[src/rtl/rf_wb_arbiter.sv]
// rtl/rf_wb_arbiter.sv - register-file writeback port arbiter with a one-deep registered output stage
// Optional RF_WB_ARB_ROUND_ROBIN_EN selects round-robin; the default build uses fixed priority (lowest index wins).
module rf_wb_arbiter #(
    parameter int NREQ = 3,
    parameter int AW   = 5,
    parameter int DW   = 32
) (
    input  logic              clk,
    input  logic              reset,
    input  logic              stall,
    input  logic [NREQ-1:0]   req_valid,
    input  logic [NREQ*AW-1:0] req_addr,
    input  logic [NREQ*DW-1:0] req_data,
    output logic [NREQ-1:0]   req_ready,
    output logic              we3,
    output logic [AW-1:0]     wa3,
    output logic [DW-1:0]     wd3,
    output logic [2:0]        gnt_id
);

    logic          grant;
    logic [2:0]    win_idx;
    logic [AW-1:0] sel_addr;
    logic [DW-1:0] sel_data;

`ifdef RF_WB_ARB_ROUND_ROBIN_EN
    logic [2:0] rr_ptr;
    logic [2:0] hi_idx;
    logic [2:0] lo_idx;
    logic       hi_found;

    // Winner is the lowest valid index at or above rr_ptr, else the lowest valid overall (wrap).
    always_comb begin
        hi_idx   = '0;
        lo_idx   = '0;
        hi_found = 1'b0;
        for (int i = NREQ - 1; i >= 0; i--) begin
            if (req_valid[i]) begin
                lo_idx = 3'(i);
                if (3'(i) >= rr_ptr) begin
                    hi_idx   = 3'(i);
                    hi_found = 1'b1;
                end
            end
        end
        win_idx = hi_found ? hi_idx : lo_idx;
    end

    always_ff @(posedge clk) begin
        if (reset) begin
            rr_ptr <= '0;
        end else if (grant) begin
            rr_ptr <= (win_idx == 3'(NREQ - 1)) ? 3'd0 : win_idx + 3'd1;
        end
    end
`else
    always_comb begin
        win_idx = '0;
        for (int i = NREQ - 1; i >= 0; i--) begin
            if (req_valid[i]) begin
                win_idx = 3'(i);
            end
        end
    end
`endif

    always_comb begin
        grant     = (|req_valid) & ~stall & ~reset;
        req_ready = '0;
        sel_addr  = '0;
        sel_data  = '0;
        for (int i = 0; i < NREQ; i++) begin
            if (win_idx == 3'(i)) begin
                req_ready[i] = grant;
                sel_addr     = req_addr[i*AW +: AW];
                sel_data     = req_data[i*DW +: DW];
            end
        end
    end

    // x0 writes still complete the handshake but never raise we3.
    always_ff @(posedge clk) begin
        if (reset) begin
            we3    <= 1'b0;
            wa3    <= '0;
            wd3    <= '0;
            gnt_id <= '0;
        end else if (grant) begin
            we3    <= (sel_addr != '0);
            wa3    <= sel_addr;
            wd3    <= sel_data;
            gnt_id <= win_idx;
        end else begin
            we3    <= 1'b0;
        end
    end

endmodule
[config.mk]
export PLATFORM = sky130hd
export DESIGN_NAME = rf_wb_arbiter
export DESIGN_NICKNAME = d
export VERILOG_FILES = /design/src/rtl/rf_wb_arbiter.sv
export SDC_FILE = /design/constraint.sdc
export NUM_CORES = 1
export LEC_CHECK = 0
export ABC_CLOCK_PERIOD_IN_PS = 1100
export BUFFER_PORTS_ARGS = -buffer_cell sky130_fd_sc_hd__buf_2
export CORE_AREA = 8 8 84 86
export CTS_BUF_LIST = sky130_fd_sc_hd__clkbuf_4
export DETAILED_ROUTE_END_ITERATION = 10
export DIE_AREA = 0 0 92 94
export GPL_TIMING_DRIVEN = 0
export PLACE_DENSITY_LB_ADDON = 0.05
export RECOVER_POWER = 50
export SLEW_MARGIN = 10
export SYNTH_ARGS = -nofsm -noshare
export SYNTH_HDL_FRONTEND = slang
export SYNTH_SLANG_ARGS = --single-unit
[constraint.sdc]
create_clock -name clk -period 1.1 [get_ports clk]
set_input_delay 0 -clock clk [delete_from_list [all_inputs] [get_ports clk]]
set_output_delay 0 -clock clk [all_outputs]
set_load 0.05 [all_outputs]
==> reports/qor.yml, run 1 <==
netlist_area_sq_um: 2230
hold_violations: 0
antenna_found_initial: 0
firstDrtPassIters: 4
p_leak_nw: 1.83
synth_compound_area_frac: 0.325
synth_top_cell_by_area: "dfxtp_1"
crit_arrival_ps: 1040
layout_common_cells: "buf_2, nand2_1, dfxtp_1, nor2_1, dlygate4sd3_1"
fin_ws_ps: 64.2
r2r_cells: 1
cts_tree: "yes"
htree_levels: 2
clk_latency_ps: 350
io-pin-count: 161
drv_slew: 0
wl_per_cell_um: 15.6
synth-seq-cells: 40
start_util: 0.389
powerDensity_nw_per_um2: 1080
cap_violations: 0
rsz0062_at_grt: "no"
dp.cells: 504
cts.sinks: 40
synth_mux_area_frac: 0
start_kind: "input port"
synth.distinct_cells: 34
ir_drop_mv: 0.545
grt_pass1_vias: 2813
hold_ws_ps: 31.8
hold_path_depth: 4
post_route_cells_drive_above_1_share: 0.420
synth_top_area_frac: 0.358
drc: 0
min_period_over_period: 0.942
synth_area_leaders: "dfxtp_1, a2bb2oi_1, o221ai_1, nand2_1, nor2_1"
syn_nets: 389
grt_max_degree: 12
worstMarginPinSlew_ps: 518
avgSynthCellArea_sq_um: 8.22
hold_class: "in2reg"
clk_pin_slew_ps: 120
cts.path.max_buffers: 2
core.rowCount: 28
relSlewSlack: 0.655
seq_area_frac_synth: 0.358
synthSimpleGateAreaFrac: 0.229
cts_made_buffers: 5
drt_iter0_markers: 72
synth_top_family_by_area: "compound AO/OA/AOI/OAI gates"
grt_pass1_wl_um: 13500
setup_viol: 0
post-place-ws_ps: -168
io_buffers: 157
final_util: 0.611
num_vias: 2728
synth-xor-area-share: 0
fillCellCount: 562
final_common_cell: "buf_2"
synth_warnings: 0
routed_wirelength_um: 8520
ant_nets: 0
antenna_cells: 0
fp.dieW_um: 92
crit_type: "in2out"
via_per_inst: 5.00
status: "finished clean"
cts_root_buf: "clkbuf_4"
overflow: 0
period_minus_slack_ps: 1040
routabilityCongestion: 0.797
hpwlAfterDp_um: 6320
core_area_sq_um: 5750
die_area_sq_um: 8650
syn_inst: 272
fp.dieH_um: 94
synth-adder-area-share: 0
fmax_mhz: 965
worstPathRequired_ps: 1100
stdcell_count: 546
area_growth_pct: 57.2
skew_ps: 0
grt.total_usage: 0.190
finalNetCount: 587
cp-end-kind: "output port"
cp_max_fo: 7
per-stage QoR:
stage                     area, sq um  power (mW)  setup TNS (ps)
final                            3510        3.78               0
after global routing             3510        3.99               0
after CTS                        3520        3.83               0
after detailed placement         3130        2.95           -3710
after global placement           3130        2.94           -3440
after floorplan                  2250        2.51           -92.7
flip-flops by register name, indices dropped and copies added, names as in the netlist:
name    count
wa3         5
gnt_id      2
wd3        32
we3         1
logic make-up (layout without fill, tap and decap cells):
| kind of cell | count (synthesis) | count (layout) |
|---|---|---|
| AND/OR/NAND/NOR | 114 | 114 |
| flip-flops | 40 | 40 |
| buffers and inverters | 35 | 234 |
| other | 1 | 1 |
| AO/OA/AOI/OAI | 82 | 82 |
layer usage:
layer | vias up | GRT usage | routed length, um
li1 | 1389 | - | -
met1 | 1236 | 0.224 | 3750
met2 | 99 | 0.320 | 4120
met3 | 4 | 0.0671 | 606
met4 | 0 | 0.0443 | 40
met5 | - | 0 | 0
worst max-delay path: stages:
cell,delay [ps]
buf_4,150
nor3_4,70
or3_4,370
nor3_4,150
buf_2,290
cell type report:
| type | instances | area, sq um | share of cell area |
|---|---|---|---|
| Sequential cell | 40 | 801 | 0.228 |
| Clock inverter | 1 | 3.75 | 0.00107 |
| Tap cell | 75 | 93.8 | 0.0267 |
| Multi-Input combinational cell | 197 | 1240 | 0.354 |
| Clock buffer | 7 | 52.6 | 0.0150 |
| Timing Repair Buffer | 191 | 1130 | 0.321 |
| Inverter | 7 | 26.3 | 0.00748 |
| Buffer | 28 | 164 | 0.0467 |
power by group:
part	total [mW]	leakage [nW]	switching (mW)	internal, mW
sequential	1.61	0.330	0.0492	1.56
clock	0.782	0.0338	0.486	0.296
combinational	1.39	1.47	0.857	0.536
cells in the mapped netlist:
cell / n
nand2_1: 64
dfxtp_1: 40
nor2_1: 37
a2bb2oi_1: 31
o221ai_1: 31
buf_2: 13
buf_4: 6
clkbuf_1: 5
inv_1: 5
a221oi_2: 3
a22o_1: 3
buf_6: 3
nor3_1: 3
nor4b_2: 3
o22ai_1: 3
a21o_1: 2
inv_2: 2
nor3_4: 2
a21oi_1: 1
a221oi_1: 1
a2bb2o_1: 1
a31oi_1: 1
and3_1: 1
buf_1: 1
conb_1: 1
nand2b_1: 1
nor2_2: 1
nor3_2: 1
o21ai_0: 1
o21ai_1: 1
o21ba_2: 1
o21bai_4: 1
o22a_1: 1
or3_4: 1
final timing paths:
kind | from | slack [ps] | to
max | req_valid[1] | 60 | req_ready[1]
min | req_data[31] | 30 | wd3[31]$_SDFFE_PP0N_
max reg2reg | wa3[1]$_SDFFE_PP0N_ | 470 | wa3[1]$_SDFFE_PP0N_
min reg2reg | wd3[15]$_SDFFE_PP0N_ | 440 | wd3[15]$_SDFFE_PP0N_
timing repair:
action                                 CTS  global route
endpoints found under the hold margin   34             0
buffers inserted                         0             0
setup endpoints to repair                0             1
hold buffers                            34             0
gates resized for setup                  0             2
Note: power is estimated with default switching activity, not from simulation.
==> inputs of run 2 (changes only) <==
ABC_AREA = 1   (was unset)
CORE_AREA = 8 8 81 83   (was 8 8 84 86)
DIE_AREA = 0 0 89 91   (was 0 0 92 94)
==> run 2 against run 1 <==
Hold slack got worse by 7.8 ps. Critical endpoint unchanged. Utilization rose by 14 points. Critical path type unchanged. Synthesized cell count rose by 18%. Final cell count rose by 21%. Clock skew did not move. Total power rose by 0.40%. Area after synthesis fell by 7.2%. Register-to-register slack improved by 50 ps. Design area rose by 14%. Via count rose by 17%. Non-clock buffer count rose by 58.
==> reports/qor.yml, run 2 <==
fp.dieW_um: 89
crit_family: "buffers and inverters"
post-synth-top-count-cell: "nand2_1"
r2r-start: "wd3[30]$_SDFFE_PP0N_"
grt_pass1_wl_um: 15800
grt_pass1_vias: 3391
grt.total_usage: 0.249
crit_chain: "buf_2 -> inv_1 -> nand2_1 -> buf_2 -> nor2_2 -> buf_4"
clk_latency_ps: 350
crit_type: "in2out"
drc: 0
rsz0062_at_grt: "no"
synth_top_area_frac: 0.386
core_area_sq_um: 5340
period_minus_slack_ps: 1020
netlist_area_sq_um: 2070
min_period_over_period: 0.924
drt_iter0_markers: 172
skew_ps: 0
status: "finished clean"
cts.sinks: 40
cp-end-kind: "output port"
post_route_cells_drive_above_1_share: 0.333
synth.distinct_cells: 22
overflow: 0
ir_drop_mv: 0.540
synth-seq-cells: 40
synthTopCellsByCount: "nand2_1, dfxtp_1, o21ai_0"
drv_slew: 0
hpwlAfterDp_um: 6200
core.rowCount: 27
layout_common_cells: "buf_2, nand2_1, dlygate4sd3_1, o21ai_0, dfxtp_1"
clk_pin_slew_ps: 120
final_common_cell: "buf_2"
num_vias: 3179
cap_violations: 0
antenna_found_initial: 0
routabilityCongestion: 0.787
multi_input_area_sq_um: 1110
cts_root_buf: "clkbuf_4"
syn_nets: 438
setup_viol: 0
powerDensity_nw_per_um2: 952
largest_reg_flops: 32
p_total_mw: 3.80
htree_levels: 2
reg2reg_slack_ps: 520
ff_latch_area_sq_um: 801
start_kind: "input port"
crit_arrival_ps: 1020
routed_wirelength_um: 10100
hold_path_depth: 5
fillCellCount: 439
finalNetCount: 702
cts.path.max_buffers: 2
reg2reg_to: "wd3[30]$_SDFFE_PP0N_"
avgSynthCellArea_sq_um: 6.46
seq_area_frac_synth: 0.386
via_per_inst: 4.82
worstHoldStart: "req_data[47]"
synth_top_cell_by_area: "dfxtp_1"
crit_buf_inv: 4
hold_violations: 0
firstDrtPassIters: 4
hold_ws_ps: 23.9
die_area_sq_um: 8100
synth_area_leaders: "dfxtp_1, nand2_1, o21ai_0, a21oi_1, o21ai_1"
io-pin-count: 161
async_flop_share: 0
synth_enable_flop_cells: 0
cts_tree: "yes"
ant_nets: 0
worstPathRequired_ps: 1100
hold_class: "in2reg"
r2r_cells: 2
syn_inst: 321
crit_path_frequent_cell: "buf_2"
min_to: "wd3[15]$_SDFFE_PP0N_"
slowest_stage: "buf_2"
reg_top3: "wd3 (32), wa3 (5), gnt_id (2)"
synth_warnings: 0
largest_register: "wd3"
start_util: 0.388
area_growth_pct: 92.6
p_leak_nw: 2.09
max_stage_delay_ps: 260
wl_per_cell_um: 15.3
cts_made_buffers: 5
io_buffers: 159
fmax_mhz: 984
synthFlopType: "dfxtp_1"
cp_max_fo: 10
fp.dieH_um: 91
grt_max_degree: 13
==> run 2: cell types whose count changed after synthesis, sizes merged, moves of 28 or more <==
cell | before | now
a21oi | 1 | 29
a2bb2oi | 31 | 0
nor2 | 38 | 7
nand2 | 64 | 134
o21ai | 2 | 63
o221ai | 31 | 0
==> run 2: worst max path at each step <==
stage / startpoint / end / slack (ps) / cells past startpoint
2_1_floorplan: req_valid[2] / req_ready[0] / 2 / 6
3_5_place_dp: req_valid[0] / req_ready[0] / -100 / 8
6_report: req_valid[0] / req_ready[1] / 80 / 6
4_1_cts: req_valid[1] / req_ready[2] / 40 / 9
3_3_place_gp: req_valid[1] / req_ready[0] / -100 / 8
5_1_grt: req_valid[0] / req_ready[1] / 2 / 6
==> run 2: through the flow <==
stage | setup WS, ps | util | setup TNS (ps) | cell area [sq um] | instances
2_1_floorplan | 2.38 | - | 0 | 2080 | 321
3_3_place_gp | -96.9 | 0.556 | -524 | 2970 | 552
3_5_place_dp | -95.8 | 0.556 | -770 | 2970 | 552
4_1_cts | 36.7 | 0.750 | 0 | 4000 | 658
5_1_grt | 2.08 | 0.747 | 0 | 3990 | 658
6_report | 83.6 | 0.748 | 0 | 3990 | 660
==> run 2: cell type report <==
| cell class | count | area share |
|---|---|---|
| well taps | 72 | 0.0226 |
| plain buffers | 20 | 0.0285 |
| diodes | 2 | 0.00125 |
| repair buffers | 257 | 0.447 |
| flip-flops and latches | 40 | 0.201 |
| clock buffers | 5 | 0.00940 |
| multi-input cells | 250 | 0.277 |
| clock inverters | 3 | 0.00345 |
| inverters | 11 | 0.0103 |
==> run 2: power breakdown <==
part / internal [mW] / total, mW / switching [mW]
Combinational: 0.598 / 1.44 / 0.839
Clock: 0.235 / 0.761 / 0.525
Sequential: 1.55 / 1.60 / 0.0487
Total: 2.39 / 3.80 / 1.41
==> run 2: what timing repair did <==
item / in CTS / in global routing
hold endpoints to repair: 35 / 0
cloned: 0 / 0
gates resized for setup: 4 / 2
hold buffers: 96 / 0
buffers inserted: 2 / 0
endpoints found under the setup margin: 3 / 1
pin swaps: 1 / 1
==> run 2: logic make-up after synthesis <==
| family | share of synthesized area |
|---|---|
| other cells | 0.00181 |
| simple gates | 0.305 |
| buf+inv | 0.0779 |
| flops | 0.386 |
| compound gates | 0.229 |
==> run 2: worst reg2reg max path, delay by kind of cell (launching register included) <==
| kind | cells | cell delay (ps) |
|---|---|---|
| flops | 1 | 360 |
| compound gates | 1 | 100 |
| simple gates | 1 | 60 |
==> run 2: layer usage <==
metal	up-vias	track usage	wire [um]
met5	-	0	0
met4	0	0.148	441
met3	37	0.0937	1040
met2	171	0.426	4860
met1	1398	0.248	3740
li1	1573	-	-
